File: config.mk
export PLATFORM = sky130hd
export DESIGN_NAME = tl_cntr_param_flat
export DESIGN_NICKNAME = d
export VERILOG_FILES = /design/src/rtl/tl_pkg.sv /design/src/rtl/tl_cntr_param_if.sv /design/src/rtl/tl_ns_logic_p.sv /design/src/rtl/tl_cntr_param.sv /design/src/flat_wrapper.sv
export SDC_FILE = /design/constraint.sdc
export NUM_CORES = 1
export LEC_CHECK = 0
export BUFFER_PORTS_ARGS = -buffer_cell sky130_fd_sc_hd__buf_2
export CAP_MARGIN = 0
export CORE_MARGIN = 2
export CORE_UTILIZATION = 45
export CTS_CLUSTER_SIZE = 24
export DETAILED_ROUTE_END_ITERATION = 12
export SKIP_LAST_GASP = 1
export SYNTH_ARGS = -nofsm -noshare
export SYNTH_HDL_FRONTEND = slang
export SYNTH_SLANG_ARGS = --single-unit
File: constraint.sdc
create_clock -name clk -period 3.3 [get_ports clk]
set_input_delay 0.66 -clock clk [delete_from_list [all_inputs] [get_ports clk]]
set_output_delay 0.66 -clock clk [all_outputs]
set_load 0.02 [all_outputs]
File: src/rtl/tl_pkg.sv
// -----------------------------------------------------------------------------
// tl_pkg
// Shared definitions for the two-street traffic-light controller with a
// pedestrian all-red phase.
//   tl_state_e : FSM state codes (also driven out on the debug state port)
//   L_*        : 2-bit lamp codes used on La / Lb
//   light_a / light_b / walk_on : Moore decode of a state into lamp outputs
//   last_tick  : converts a phase length in cycles into the timer value seen
//                on the last cycle of that phase
// -----------------------------------------------------------------------------
package tl_pkg;

    typedef enum logic [2:0] {
        S_AG     = 3'd0,   // A green,  B red
        S_AY     = 3'd1,   // A yellow, B red
        S_BG     = 3'd2,   // A red,    B green
        S_BY     = 3'd3,   // A red,    B yellow
        S_ALLRED = 3'd4    // both red, pedestrians walk
    } tl_state_e;

    localparam logic [1:0] L_GREEN  = 2'b00;
    localparam logic [1:0] L_YELLOW = 2'b01;
    localparam logic [1:0] L_RED    = 2'b10;

    // Phase timer saturates here instead of wrapping.
    localparam logic [7:0] TIMER_MAX = 8'hFF;

    // Street A lamp for a given state.
    function automatic logic [1:0] light_a(input tl_state_e s);
        logic [1:0] l;
        case (s)
            S_AG:    l = L_GREEN;
            S_AY:    l = L_YELLOW;
            default: l = L_RED;
        endcase
        return l;
    endfunction

    // Street B lamp for a given state.
    function automatic logic [1:0] light_b(input tl_state_e s);
        logic [1:0] l;
        case (s)
            S_BG:    l = L_GREEN;
            S_BY:    l = L_YELLOW;
            default: l = L_RED;
        endcase
        return l;
    endfunction

    // Walk indication is only lit during the all-red phase.
    function automatic logic walk_on(input tl_state_e s);
        logic w;
        case (s)
            S_ALLRED: w = 1'b1;
            default:  w = 1'b0;
        endcase
        return w;
    endfunction

    // Timer value on the final cycle of a phase lasting len cycles
    // (timer reads 0 on the first cycle of every phase).
    function automatic logic [7:0] last_tick(input int len);
        return 8'(len - 1);
    endfunction

endpackage

File: src/rtl/tl_cntr_param_if.sv
// -----------------------------------------------------------------------------
// tl_cntr_param_if
// Sensor/lamp bundle between the traffic-light controller and its environment.
//   Ta, Tb     : street A / B traffic present (environment -> controller)
//   ped_req    : pedestrian request, level or one-cycle pulse
//   La, Lb     : lamp codes for street A / B (controller -> environment)
//   ped_walk   : walk lamp, high during the all-red phase
//   state      : current FSM state code, debug only
// Modports: master = environment side, slave = controller side.
// -----------------------------------------------------------------------------
interface tl_cntr_param_if;

    logic       Ta;
    logic       Tb;
    logic       ped_req;
    logic [1:0] La;
    logic [1:0] Lb;
    logic       ped_walk;
    logic [2:0] state;

    modport master (
        output Ta,
        output Tb,
        output ped_req,
        input  La,
        input  Lb,
        input  ped_walk,
        input  state
    );

    modport slave (
        input  Ta,
        input  Tb,
        input  ped_req,
        output La,
        output Lb,
        output ped_walk,
        output state
    );

endinterface

File: src/rtl/tl_ns_logic_p.sv
// -----------------------------------------------------------------------------
// tl_ns_logic_p
// Purely combinational next-state function of the traffic-light FSM.
//   state      : current state register
//   timer      : cycles spent in the current state (0 on the first cycle)
//   Ta, Tb     : traffic sensors
//   ped_pend   : registered pedestrian request
//   direction  : 0 = all-red entered from S_AY (resume on B), 1 = from S_BY
//   next_state : state to load on the coming clock edge
// Greens end only once the minimum length has elapsed, and then only if
// their own street is empty or a pedestrian is waiting. Yellow and all-red
// phases have fixed lengths. ped_pend is the registered flag, so a request
// arriving on a yellow-exit cycle cannot divert that exit.
// -----------------------------------------------------------------------------
module tl_ns_logic_p
    import tl_pkg::*;
#(
    parameter int MIN_GREEN = 4,
    parameter int YELLOW    = 2,
    parameter int ALLRED    = 3
) (
    input  tl_state_e  state,
    input  logic [7:0] timer,
    input  logic       Ta,
    input  logic       Tb,
    input  logic       ped_pend,
    input  logic       direction,
    output tl_state_e  next_state
);

    localparam logic [7:0] GREEN_LAST  = last_tick(MIN_GREEN);
    localparam logic [7:0] YELLOW_LAST = last_tick(YELLOW);
    localparam logic [7:0] ALLRED_LAST = last_tick(ALLRED);

    logic green_done_s;
    logic yellow_done_s;
    logic allred_done_s;

    // Phase-length comparisons; >= keeps a saturated timer from stalling.
    always_comb begin
        green_done_s  = (timer >= GREEN_LAST)  ? 1'b1 : 1'b0;
        yellow_done_s = (timer >= YELLOW_LAST) ? 1'b1 : 1'b0;
        allred_done_s = (timer >= ALLRED_LAST) ? 1'b1 : 1'b0;
    end

    // Transition table.
    always_comb begin
        next_state = state;
        case (state)
            S_AG: begin
                if (green_done_s && (!Ta || ped_pend)) begin
                    next_state = S_AY;
                end else begin
                    next_state = S_AG;
                end
            end
            S_AY: begin
                if (yellow_done_s) begin
                    if (ped_pend) begin
                        next_state = S_ALLRED;
                    end else begin
                        next_state = S_BG;
                    end
                end else begin
                    next_state = S_AY;
                end
            end
            S_BG: begin
                if (green_done_s && (!Tb || ped_pend)) begin
                    next_state = S_BY;
                end else begin
                    next_state = S_BG;
                end
            end
            S_BY: begin
                if (yellow_done_s) begin
                    if (ped_pend) begin
                        next_state = S_ALLRED;
                    end else begin
                        next_state = S_AG;
                    end
                end else begin
                    next_state = S_BY;
                end
            end
            S_ALLRED: begin
                if (allred_done_s) begin
                    if (direction) begin
                        next_state = S_AG;
                    end else begin
                        next_state = S_BG;
                    end
                end else begin
                    next_state = S_ALLRED;
                end
            end
            default: begin
                next_state = S_AG;
            end
        endcase
    end

endmodule

File: src/rtl/tl_cntr_param.sv
// -----------------------------------------------------------------------------
// tl_cntr_param
// Two-street traffic-light controller with a pedestrian all-red phase.
// Parameters (cycles, legal 1..255): MIN_GREEN, YELLOW, ALLRED.
// Ports:
//   clk     : system clock, rising edge
//   reset_n : asynchronous active-low reset
//   bus     : tl_cntr_param_if.slave (Ta, Tb, ped_req in; La, Lb,
//             ped_walk, state out)
// Holds the state register, the 8-bit saturating phase timer, the pending
// pedestrian flag and the all-red direction bit; next state comes from
// tl_ns_logic_p. Lamp outputs are registered copies of the decode of the
// state being loaded, so they always equal the decode of the state register.
// The first clock edge after reset release only arms the controller: it
// keeps S_AG with the timer at 0, so the minimum green is counted from
// that edge rather than from the partial period before it.
// -----------------------------------------------------------------------------
module tl_cntr_param
    import tl_pkg::*;
#(
    parameter int MIN_GREEN = 4,
    parameter int YELLOW    = 2,
    parameter int ALLRED    = 3
) (
    input  logic            clk,
    input  logic            reset_n,
    tl_cntr_param_if.slave  bus
);

    tl_state_e  state_r;
    tl_state_e  ns_logic_s;
    tl_state_e  next_state_s;
    logic [7:0] timer_r;
    logic       ped_pend_r;
    logic       direction_r;
    logic       run_r;
    logic [1:0] la_r;
    logic [1:0] lb_r;
    logic       walk_r;
    logic       state_change_s;
    logic       allred_entry_s;
    logic       allred_exit_s;

    tl_ns_logic_p #(
        .MIN_GREEN (MIN_GREEN),
        .YELLOW    (YELLOW),
        .ALLRED    (ALLRED)
    ) u_ns (
        .state      (state_r),
        .timer      (timer_r),
        .Ta         (bus.Ta),
        .Tb         (bus.Tb),
        .ped_pend   (ped_pend_r),
        .direction  (direction_r),
        .next_state (ns_logic_s)
    );

    // Hold S_AG on the arming edge, otherwise follow the next-state logic.
    always_comb begin
        next_state_s = S_AG;
        if (run_r) begin
            next_state_s = ns_logic_s;
        end else begin
            next_state_s = S_AG;
        end
    end

    // Edge qualifiers for the timer, pedestrian and direction registers.
    always_comb begin
        state_change_s = (next_state_s != state_r) ? 1'b1 : 1'b0;
        allred_entry_s = ((state_r != S_ALLRED) && (next_state_s == S_ALLRED)) ? 1'b1 : 1'b0;
        allred_exit_s  = ((state_r == S_ALLRED) && (next_state_s != S_ALLRED)) ? 1'b1 : 1'b0;
    end

    // Arming flag: clear in reset, set by the first edge after release.
    always_ff @(posedge clk or negedge reset_n) begin
        if (!reset_n) begin
            run_r <= 1'b0;
        end else begin
            run_r <= 1'b1;
        end
    end

    // State register and registered Moore lamp outputs.
    always_ff @(posedge clk or negedge reset_n) begin
        if (!reset_n) begin
            state_r <= S_AG;
            la_r    <= L_GREEN;
            lb_r    <= L_RED;
            walk_r  <= 1'b0;
        end else begin
            state_r <= next_state_s;
            la_r    <= light_a(next_state_s);
            lb_r    <= light_b(next_state_s);
            walk_r  <= walk_on(next_state_s);
        end
    end

    // Phase timer: zero on arming and on every state change, else saturating count.
    always_ff @(posedge clk or negedge reset_n) begin
        if (!reset_n) begin
            timer_r <= 8'd0;
        end else if (!run_r || state_change_s) begin
            timer_r <= 8'd0;
        end else if (timer_r != TIMER_MAX) begin
            timer_r <= timer_r + 8'd1;
        end else begin
            timer_r <= timer_r;
        end
    end

    // Pending pedestrian flag: requests inside the all-red phase are ignored;
    // the flag drops on the edge that leaves the all-red phase.
    always_ff @(posedge clk or negedge reset_n) begin
        if (!reset_n) begin
            ped_pend_r <= 1'b0;
        end else if (state_r == S_ALLRED) begin
            if (allred_exit_s) begin
                ped_pend_r <= 1'b0;
            end else begin
                ped_pend_r <= ped_pend_r;
            end
        end else if (bus.ped_req) begin
            ped_pend_r <= 1'b1;
        end else begin
            ped_pend_r <= ped_pend_r;
        end
    end

    // Direction bit: remembers which yellow led into the all-red phase
    // (1 = from S_BY, so traffic resumes on A).
    always_ff @(posedge clk or negedge reset_n) begin
        if (!reset_n) begin
            direction_r <= 1'b0;
        end else if (allred_entry_s) begin
            direction_r <= (state_r == S_BY) ? 1'b1 : 1'b0;
        end else begin
            direction_r <= direction_r;
        end
    end

    assign bus.La       = la_r;
    assign bus.Lb       = lb_r;
    assign bus.ped_walk = walk_r;
    assign bus.state    = state_r;

endmodule

File: src/flat_wrapper.sv
// flat-port wrapper written by rule: the top's interface ports become plain ports
module tl_cntr_param_flat import tl_pkg::*;
#(
    parameter int MIN_GREEN = 4,
    parameter int YELLOW    = 2,
    parameter int ALLRED    = 3
)
  (clk, reset_n, bus_Ta, bus_Tb, bus_ped_req, bus_La, bus_Lb, bus_ped_walk, bus_state);
  tl_cntr_param_if bus_i ();
  input  logic clk;
  input  logic reset_n;
  input wire logic [$bits(bus_i.Ta)-1:0] bus_Ta;
  input wire logic [$bits(bus_i.Tb)-1:0] bus_Tb;
  input wire logic [$bits(bus_i.ped_req)-1:0] bus_ped_req;
  output wire logic [$bits(bus_i.La)-1:0] bus_La;
  output wire logic [$bits(bus_i.Lb)-1:0] bus_Lb;
  output wire logic [$bits(bus_i.ped_walk)-1:0] bus_ped_walk;
  output wire logic [$bits(bus_i.state)-1:0] bus_state;
  assign bus_i.Ta = bus_Ta;
  assign bus_i.Tb = bus_Tb;
  assign bus_i.ped_req = bus_ped_req;
  assign bus_La = bus_i.La;
  assign bus_Lb = bus_i.Lb;
  assign bus_ped_walk = bus_i.ped_walk;
  assign bus_state = bus_i.state;
  tl_cntr_param #(.MIN_GREEN(MIN_GREEN), .YELLOW(YELLOW), .ALLRED(ALLRED)) u_core (.clk(clk), .reset_n(reset_n), .bus(bus_i));
endmodule
==> results of run 1 <==
area by class of cell:
| class | instances | area, µm² |
|---|---|---|
| Clock buffer | 3 | 22.52 |
| Clock inverter | 1 | 5.005 |
| Fill cell | 231 | 1194 |
| Inverter | 9 | 33.78 |
| Multi-Input combinational cell | 78 | 603.1 |
| Sequential cell | 19 | 476.7 |
| Tap cell | 30 | 37.54 |
| Timing Repair Buffer | 12 | 60.06 |
power groups by stage:
| stage | sequential, µW | combinational [µW] | clock [µW] |
|---|---|---|---|
| 2_1_floorplan | 320 | 190 | 0 |
| 4_1_cts | 314 | 259 | 124 |
| 5_1_grt | 319 | 289 | 130 |
| 3_5_place_dp | 318 | 258 | 0 |
| 6_report | 313 | 258 | 120 |
| 3_3_place_gp | 316 | 252 | 0 |
worst max-delay path by stage:
stage               slack (ns)                            end                     startpoint  depth (start not counted)
CTS                       1.23  u_core.timer_r[7]$_DFFE_PN0P_  u_core.timer_r[1]$_DFFE_PN0P_                          6
global placement          1.33  u_core.timer_r[1]$_DFFE_PN0P_  u_core.timer_r[1]$_DFFE_PN0P_                          6
global route              1.11  u_core.timer_r[7]$_DFFE_PN0P_  u_core.timer_r[1]$_DFFE_PN0P_                          6
finish                    1.25  u_core.timer_r[7]$_DFFE_PN0P_  u_core.timer_r[1]$_DFFE_PN0P_                          6
detailed placement        1.25  u_core.timer_r[7]$_DFFE_PN0P_  u_core.timer_r[1]$_DFFE_PN0P_                          6
floorplan                 1.47  u_core.timer_r[0]$_DFFE_PN0P_  u_core.timer_r[1]$_DFFE_PN0P_                          6
layout by cell type (no fill, tap or decap), types with 2 or more instances in the layout:
master / n
o211ai_1: 2
ha_1: 4
nand4_1: 3
nor4_1: 2
buf_2: 12
clkbuf_4: 3
nor3b_1: 2
nor3_2: 8
inv_1: 9
nand3_1: 3
o21ai_0: 6
and2b_1: 3
nor2_1: 4
mux2i_1: 5
nand2_1: 8
a21oi_1: 3
dfrtp_1: 18
a31o_2: 2
synthesized netlist by cell type:
cell and instances:
inv_1 9, nand4_1 3, o221a_2 1, conb_1 1
buf_6 1, nand3_1 3, o221ai_1 1, and4_2 1
a221o_2 1, a2bb2oi_1 1, o21ai_0 6, dfrtp_1 18
a21oi_1 3, nor2_1 4, a311oi_1 1, nand4_4 1
o211ai_1 2, nand3b_1 1, a31oi_1 1, nand2_1 8
or2_2 1, and3_2 1, o21bai_1 1, and4bb_2 1
o2111ai_1 1, nor4_1 2, nor3b_1 2, mux2i_1 5
nor3_2 8, and2_1 1, dfstp_2 1, ha_1 4
and2b_1 3, xor2_1 1, a31o_2 2, clkbuf_2 1
or3b_2 1, nor2b_1 1, nor4_4 1, a221oi_1 1
xnor2_1 1, a211oi_1 1
metal layers:
layer | wire, µm | share of wire [%] | global-route usage [%]
met1 | 1102 | 50 | 23.84
met5 | 0 | 0 | 0
met3 | 83 | 3.8 | 2.500
met4 | 40 | 1.8 | 8.333
met2 | 977 | 44 | 25.20
kinds of logic after synthesis:
group	count (synthesis)	synth area share, %
and+or+nand+nor	43	28.02
adders and majority gates	4	4.430
muxes	5	4.430
other	1	0.3319
DFF	19	42.19
AOI/OAI and AO/OA	23	14.62
xor gates and xnor gates	2	1.551
buffers and inverters	11	4.429
registers in the layout, summed over array words and instances, names as in the netlist:
register,count
u_core.run_r,1
u_core.bus.state,3
u_core.bus.ped_walk,1
u_core.ped_pend_r,1
u_core.bus.Lb,2
u_core.bus.La,2
u_core.timer_r,8
u_core.direction_r,1
through the flow:
step / std cells / power [µW] / setup slack, ns
5_1_grt: 152 / 738.1 / 1.113
2_1_floorplan: 108 / 510.0 / 1.473
3_5_place_dp: 148 / 576.1 / 1.255
4_1_cts: 152 / 696.8 / 1.227
3_3_place_gp: 148 / 568.1 / 1.327
6_report: 152 / 690.7 / 1.245
==> results.md, run 1 <==
* Area share of the largest cell type after synthesis at about two fifths
* Power per standard cell area at around 560 nW/µm²
* Total half-perimeter wirelength after legalization and detailed placement at 1603 µm
* Fin util at between 50% and 60%
* Antenna cells at 0
* Shortest clock period the worst path allows after layout at 2.055 ns
* Crit-path max cell delay at 0.55 ns
* Share of the yosys chip area belonging to registers at 42.19%
* Worst-path clk slew at approximately 0.11 ns
* Setup violators final at 0
* Worst relative slew slack at a little over 60%
* Maximum capacitance violations at 0
* Distinct cells, synth at 42
* Number of hold-slack violations in the final timing report at 0
* Switching Fraction at just over 40%
* Clock Path Buffers at 2
* Nets at 132
* Worst setup SP type: register
* Via count at 886
* Vias per Instance at 5.829
* Portion of the clock cycle consumed by the worst path in the final layout at slightly above 60%
* Number of primary I/O pins at 13
* NetSw at 279.0 µW
* RSZ-0062 raised after global routing: no
* Final setup skew at 0.003098 ns
* Largest area contributor in the synthesized netlist: dfrtp_1
* Number of antenna violations at the first check in global routing at 0
* Y dimension of the die at 54.11 µm
* Hold slack at 0.2772 ns
* Total count of max-transition violations in the final report at 0
* Site Rows at 18
* Average wire per cell in the routed design at approximately 15 µm
* Starting Density at 46.45%
* Clk_lat worst skew at 0.30 ns
* Gpl congestion at 0.8274
* Critical path arrival at roughly 2.3 ns
* Crit end category: register
* Buffer cell driving the clock tree root: clkbuf_4
* Leakage at 0.0005707 µW
* Worst flop-to-flop path startpoint: u_core.timer_r[1]$_DFFE_PN0P_
* Number of remaining DRC errors at 0
* Synth Net Count at around 120
* Maximum VDD drop at 0.3983 mV
* Fraction of layout instances using a drive strength above 1 at 29.51%
* Final ANT Viol Nets at 0
* Family of cells with the greatest summed delay on the critical path: simple AND/OR/NAND/NOR gates
* CP Cell Sequence: inv_1, ha_1, and4bb_2, nand4_4, a221o_2, nor3_2
* Vias in the first global route at 804
* Count of hold buffers inserted by post-cts repair at 0
* Die X-Extent at ~54 µm
* Syn Area/Cell at 10.46 µm²
* Total buffers and inverters traversed by the critical path at 1
* Outcome: completed
* Total number of clock tree sinks at 19
* Part of the total power dissipated in combinational logic at 37.3%
* Part of the power in the clock network at 17.4%
* CTS tree: yes
* Setup Buffers After CTS at 0
* Cell internal pwr at slightly above 400 µW
* Endpoint of the lowest-slack register-to-register path: u_core.timer_r[7]$_DFFE_PN0P_
* Worst Path Max Fanout at 8
* Portion of total power attributed to sequential cells at 45.3%
* Biggest area contributors in the synthesized netlist: dfrtp_1 (40%), nor3_2 (7.1%), ha_1 (4.4%)
* Worst-Margin Slew at 0.5693 ns
* Post-CTS sizing at 0
* Post-route cell area at 1239 µm²
* Wire length of the first global-routing pass at 3574 µm
* DRT Wirelength at about 2200 µm
* Reg-to-reg setup timing slack at 1.25 ns
* Depth of the worst register-to-register path at 6
* Crit path kind: reg -> reg
* GRT Overall Usage at 16.95%
* Drt first-iter violations at 20
* Maximum clock rate at just under 500 MHz
* Post-Syn Instances at between 100 and 150
* Global route total overflow at 0
* Area of the placeable core at between 2000 and 2500 µm²
* Maximum number of pins on one net before global-route repair at 20
* CTS Buf Count at 3
* Number of detailed-route iterations in the first pass at 4
* CP max stage cell: a221o_2
* Yosys warning count at 0
* CP Data Required Time at 3.53 ns
* Final setup TNS at 0 ns
* Area growth syn-to-layout at 9.635%
* Post-Syn Area at 1130 µm²
* Number of buffers inserted by port buffering at 12
* H-tree depth at 1
* Register bit count reported by yosys at 19
* Worst min-delay path category: in -> async
* Area after DPL at approximately 1200 µm²
* Area of the die at 2927 µm²
(Power assumes the default switching activity.)
==> inputs of run 2 (changes only) <==
ABC_AREA = 1   (was not set)
clock period = 2 ns   (was 3.3 ns; I/O delays follow)
==> results.md, run 2 <==
* Outcome: completed
* Total half-perimeter wirelength after legalization and detailed placement at 1543 µm (-3.7%)
* H-tree depth at 1 (unchanged)
* Total buffers and inverters traversed by the critical path at 2 (+1)
* Share of the yosys chip area belonging to registers at 42.47% (+0.28 points)
* Area of the placeable core at 2410 µm² (-0.93%)
* Critical path capture point: u_core.timer_r[6]$_DFFE_PN0P_
* Drt first-iter violations at 6 (-70%)
* Site Rows at 18 (unchanged)
* GR Util met1 at 23.27% (-0.57 points)
* Number of detailed-route iterations in the first pass at 4 (unchanged)
* Depth of the worst register-to-register path at 12 (+6)
* Number of antenna violations at the first check in global routing at 0 (unchanged)
* GRT Overall Usage at 16.74% (-0.21 points)
* RSZ-0062 raised after global routing: no
* Fraction of layout instances using a drive strength above 1 at 30.82% (+1.3 points)
* CP max stage cell: dfrtp_1
* Area of the die at 2910 µm² (-0.61%)
* Number of buffers inserted by port buffering at 12 (unchanged)
* Global route total overflow at 0 (unchanged)
* Yosys warning count at 0 (unchanged)
* Final setup TNS at 0 ns (unchanged)
* Layer with the highest usage after global routing: met2
* Maximum clock rate at 564.2 MHz (+16%)
* Average wire per cell in the routed design at 11.17 µm (-23%)
* Post-Syn Area at 1122 µm² (-0.66%)
* Crit-path max cell delay at 0.44 ns (-0.11 ns)
* Worst-path clk slew at 0.11 ns (about the same)
* Register bit count reported by yosys at 19 (unchanged)
* CP Data Required Time at 2.22 ns (-1.31 ns)
* Commonest cells in the synthesized netlist: inv_1 (20), dfrtp_1 (18), nand2_1 (17)
* Worst flop-to-flop path startpoint: u_core.timer_r[1]$_DFFE_PN0P_
* Post-Syn Instances at 130 (+20%)
* Maximum VDD drop at 0.5174 mV (+30%)
* Number of remaining DRC errors at 0 (unchanged)
* Clk_lat worst skew at 0.30 ns (about the same)
* Die X-Extent at 53.94 µm (-0.30%)
* Maximum capacitance violations at 0 (unchanged)
* Worst Path Max Fanout at 8 (unchanged)
* Number of hold-slack violations in the final timing report at 0 (unchanged)
* Leakage at 0.0006771 µW (+19%)
* Leading cell types in the layout, fill and taps excluded: inv_1 (18), dfrtp_1 (18), nand2_1 (17)
* Family of cells with the greatest summed delay on the critical path: simple AND/OR/NAND/NOR gates
* Final ANT Viol Nets at 0 (unchanged)
* Fill count at 229 (-0.87%)
* Clock Path Buffers at 2 (unchanged)
* Distinct cells, synth at 29 (-31%)
* Portion of the clock cycle consumed by the worst path in the final layout at 88.63% (+26 points)
* Critical path arrival at 2.00 ns (-0.28 ns)
* Largest area contributor in the synthesized netlist: dfrtp_1
* Reg-to-reg setup timing slack at 0.23 ns (-1.02 ns)
* Crit end category: register
* Gpl congestion at 0.7796 (-5.8%)
* Via count at 833 (-6.0%)
* Predominant post-synthesis flop cell: dfrtp_1
* CP Cell Sequence: inv_2, ha_1, inv_1, nor2_1, nand2_1, nor2_2, nand2_1, nand2_1, nand2_2, nand2_2, nand3_4, nor3_2
* Total count of max-transition violations in the final report at 0 (unchanged)
* Fraction of registers with async set or reset after synthesis at 100.0% (unchanged)
* DRT Wirelength at 1966 µm (-11%)
* Syn Area/Cell at 8.633 µm² (-17%)
* Vias per Instance at 4.733 (-19%)
* EDFF count, synth at 0 (unchanged)
* Area growth syn-to-layout at 11.15%
* Total stage count of the critical path at 12 (+6)
* Critical path's most frequent cell: nand2_1
* Antenna cells at 0 (unchanged)
* Power per standard cell area at 914.1 nW/µm² (+64%)
* Met3 demand-to-capacity share in global routing at 2.500% (unchanged)
* Setup Buffers After CTS at 0 (unchanged)
* Crit path kind: reg -> reg
* Launching element of the worst setup path: u_core.timer_r[1]$_DFFE_PN0P_
* Worst min-delay path category: in -> async
* Total number of clock tree sinks at 19 (unchanged)
* Endpoint of the lowest-slack register-to-register path: u_core.timer_r[6]$_DFFE_PN0P_
* Vias in the first global route at 731 (-9.1%)
* Maximum number of pins on one net before global-route repair at 20 (unchanged)
* Synth Net Count at 139 (+19%)
* Number of primary I/O pins at 13 (unchanged)
* Setup violators final at 0 (unchanged)
* Max reg flops at 8 (unchanged)
* Worst setup SP type: register
* CTS tree: yes
* Final setup skew at 0.006959 ns (+0.003862 ns)
* Shortest clock period the worst path allows after layout at 1.773 ns (-0.2822 ns)
* Biggest area contributors in the synthesized netlist: dfrtp_1 (40%), nor3_2 (7.1%), inv_1 (6.7%)
* CTS Buf Count at 3 (unchanged)
* Most common cell in the synthesized netlist: inv_1
* Hold slack at 0.01354 ns (-0.2636 ns)
* Top reg by flops: u_core.timer_r
* Nets at 156 (+18%)
* Y dimension of the die at 53.94 µm (-0.30%)
* M2 GR Usage at 24.39% (-0.81 points)
* Wire length of the first global-routing pass at 3339 µm (-6.6%)
* Starting Density at 46.57% (+0.12 points)
* Buffer cell driving the clock tree root: clkbuf_4
* Area share of the largest cell type after synthesis at 40.13% (+0.27 points)
## run 2: cell types whose count changed in the layout (fill, tap and decap cells not counted), moves of 4 or more
cell / delta
inv_1: +9
inv_2: +4
mux2i_1: -5
nand2_1: +9
nand2_2: +5
nand3_1: +10
nor2_1: +7
## run 2: worst reg2reg max path, stage by stage (launching register included)
cell     delay [ns]
dfrtp_1        0.44
inv_2          0.10
ha_1           0.15
inv_1          0.04
nor2_1         0.12
nand2_1        0.08
nor2_2         0.11
nand2_1        0.06
nand2_1        0.11
nand2_2        0.08
nand2_2        0.09
nand3_4        0.13
nor3_2         0.20
## run 2: cell families (layout without fill, tap and decap cells)
group	after synthesis	after routing	share of synthesized area, %
fa+ha+maj	4	4	4.459
xor+xnor	3	3	2.342
flops	19	19	42.48
buf+inv	23	39	7.692
compound gates	11	11	5.686
other cells	1	1	0.3341
simple gates	69	69	37.01
## run 2: area by class of cell
cell class | instances | area, µm² | area share [%]
repair buffers | 12 | 60.06 | 4.814
multi-input cells | 88 | 559.3 | 44.83
inverters | 23 | 86.33 | 6.921
well taps | 30 | 37.54 | 3.009
clock inverters | 1 | 5.005 | 0.4012
clock buffers | 3 | 22.52 | 1.805
flip-flops and latches | 19 | 476.7 | 38.21
## run 2: repair_timing
item / 4_1_cts / 5_1_grt
hold buffers: 0 / 0
setup endpoints to repair: 0 / 8
resized for setup: 0 / 2
## run 2: power by group
group / internal, µW / switching, µW / total, µW
clock: 74.6 / 118 / 192
sequential: 437 / 55.9 / 493
combinational: 156 / 299 / 455
total: 668 / 473 / 1140
## run 2: worst min path at each step
stage	startpoint	endpoint	slack [ns]	cells after the start
2_1_floorplan	reset_n	u_core.bus.La[0]$_DFF_PN0_	0.10	0
3_3_place_gp	reset_n	u_core.timer_r[3]$_DFFE_PN0P_	0.35	1
3_5_place_dp	reset_n	u_core.timer_r[5]$_DFFE_PN0P_	0.36	1
4_1_cts	reset_n	u_core.timer_r[1]$_DFFE_PN0P_	0.02	1
5_1_grt	reset_n	u_core.timer_r[7]$_DFFE_PN0P_	0.04	1
6_report	reset_n	u_core.timer_r[1]$_DFFE_PN0P_	0.01	1
## run 2: metal layers
metal	wire length, µm	vias to the layer above
met2	932	10
met5	0	-
li1	-	443
met1	952	376
met3	31	4
met4	49	0
## run 2: metrics by stage
stage | area, µm² | cells | setup slack (ns) | power, µW | util (%)
finish | 1247 | 176 | 0.2274 | 1140 | 51.77
global placement | 1220 | 172 | 0.2272 | 953.3 | 50.62
CTS | 1247 | 176 | 0.1756 | 1154 | 51.77
floorplan | 1122 | 130 | 0.4171 | 846.5 | -
detailed placement | 1220 | 172 | 0.2041 | 956.9 | 50.62
global route | 1247 | 176 | 0.007644 | 1243 | 51.77
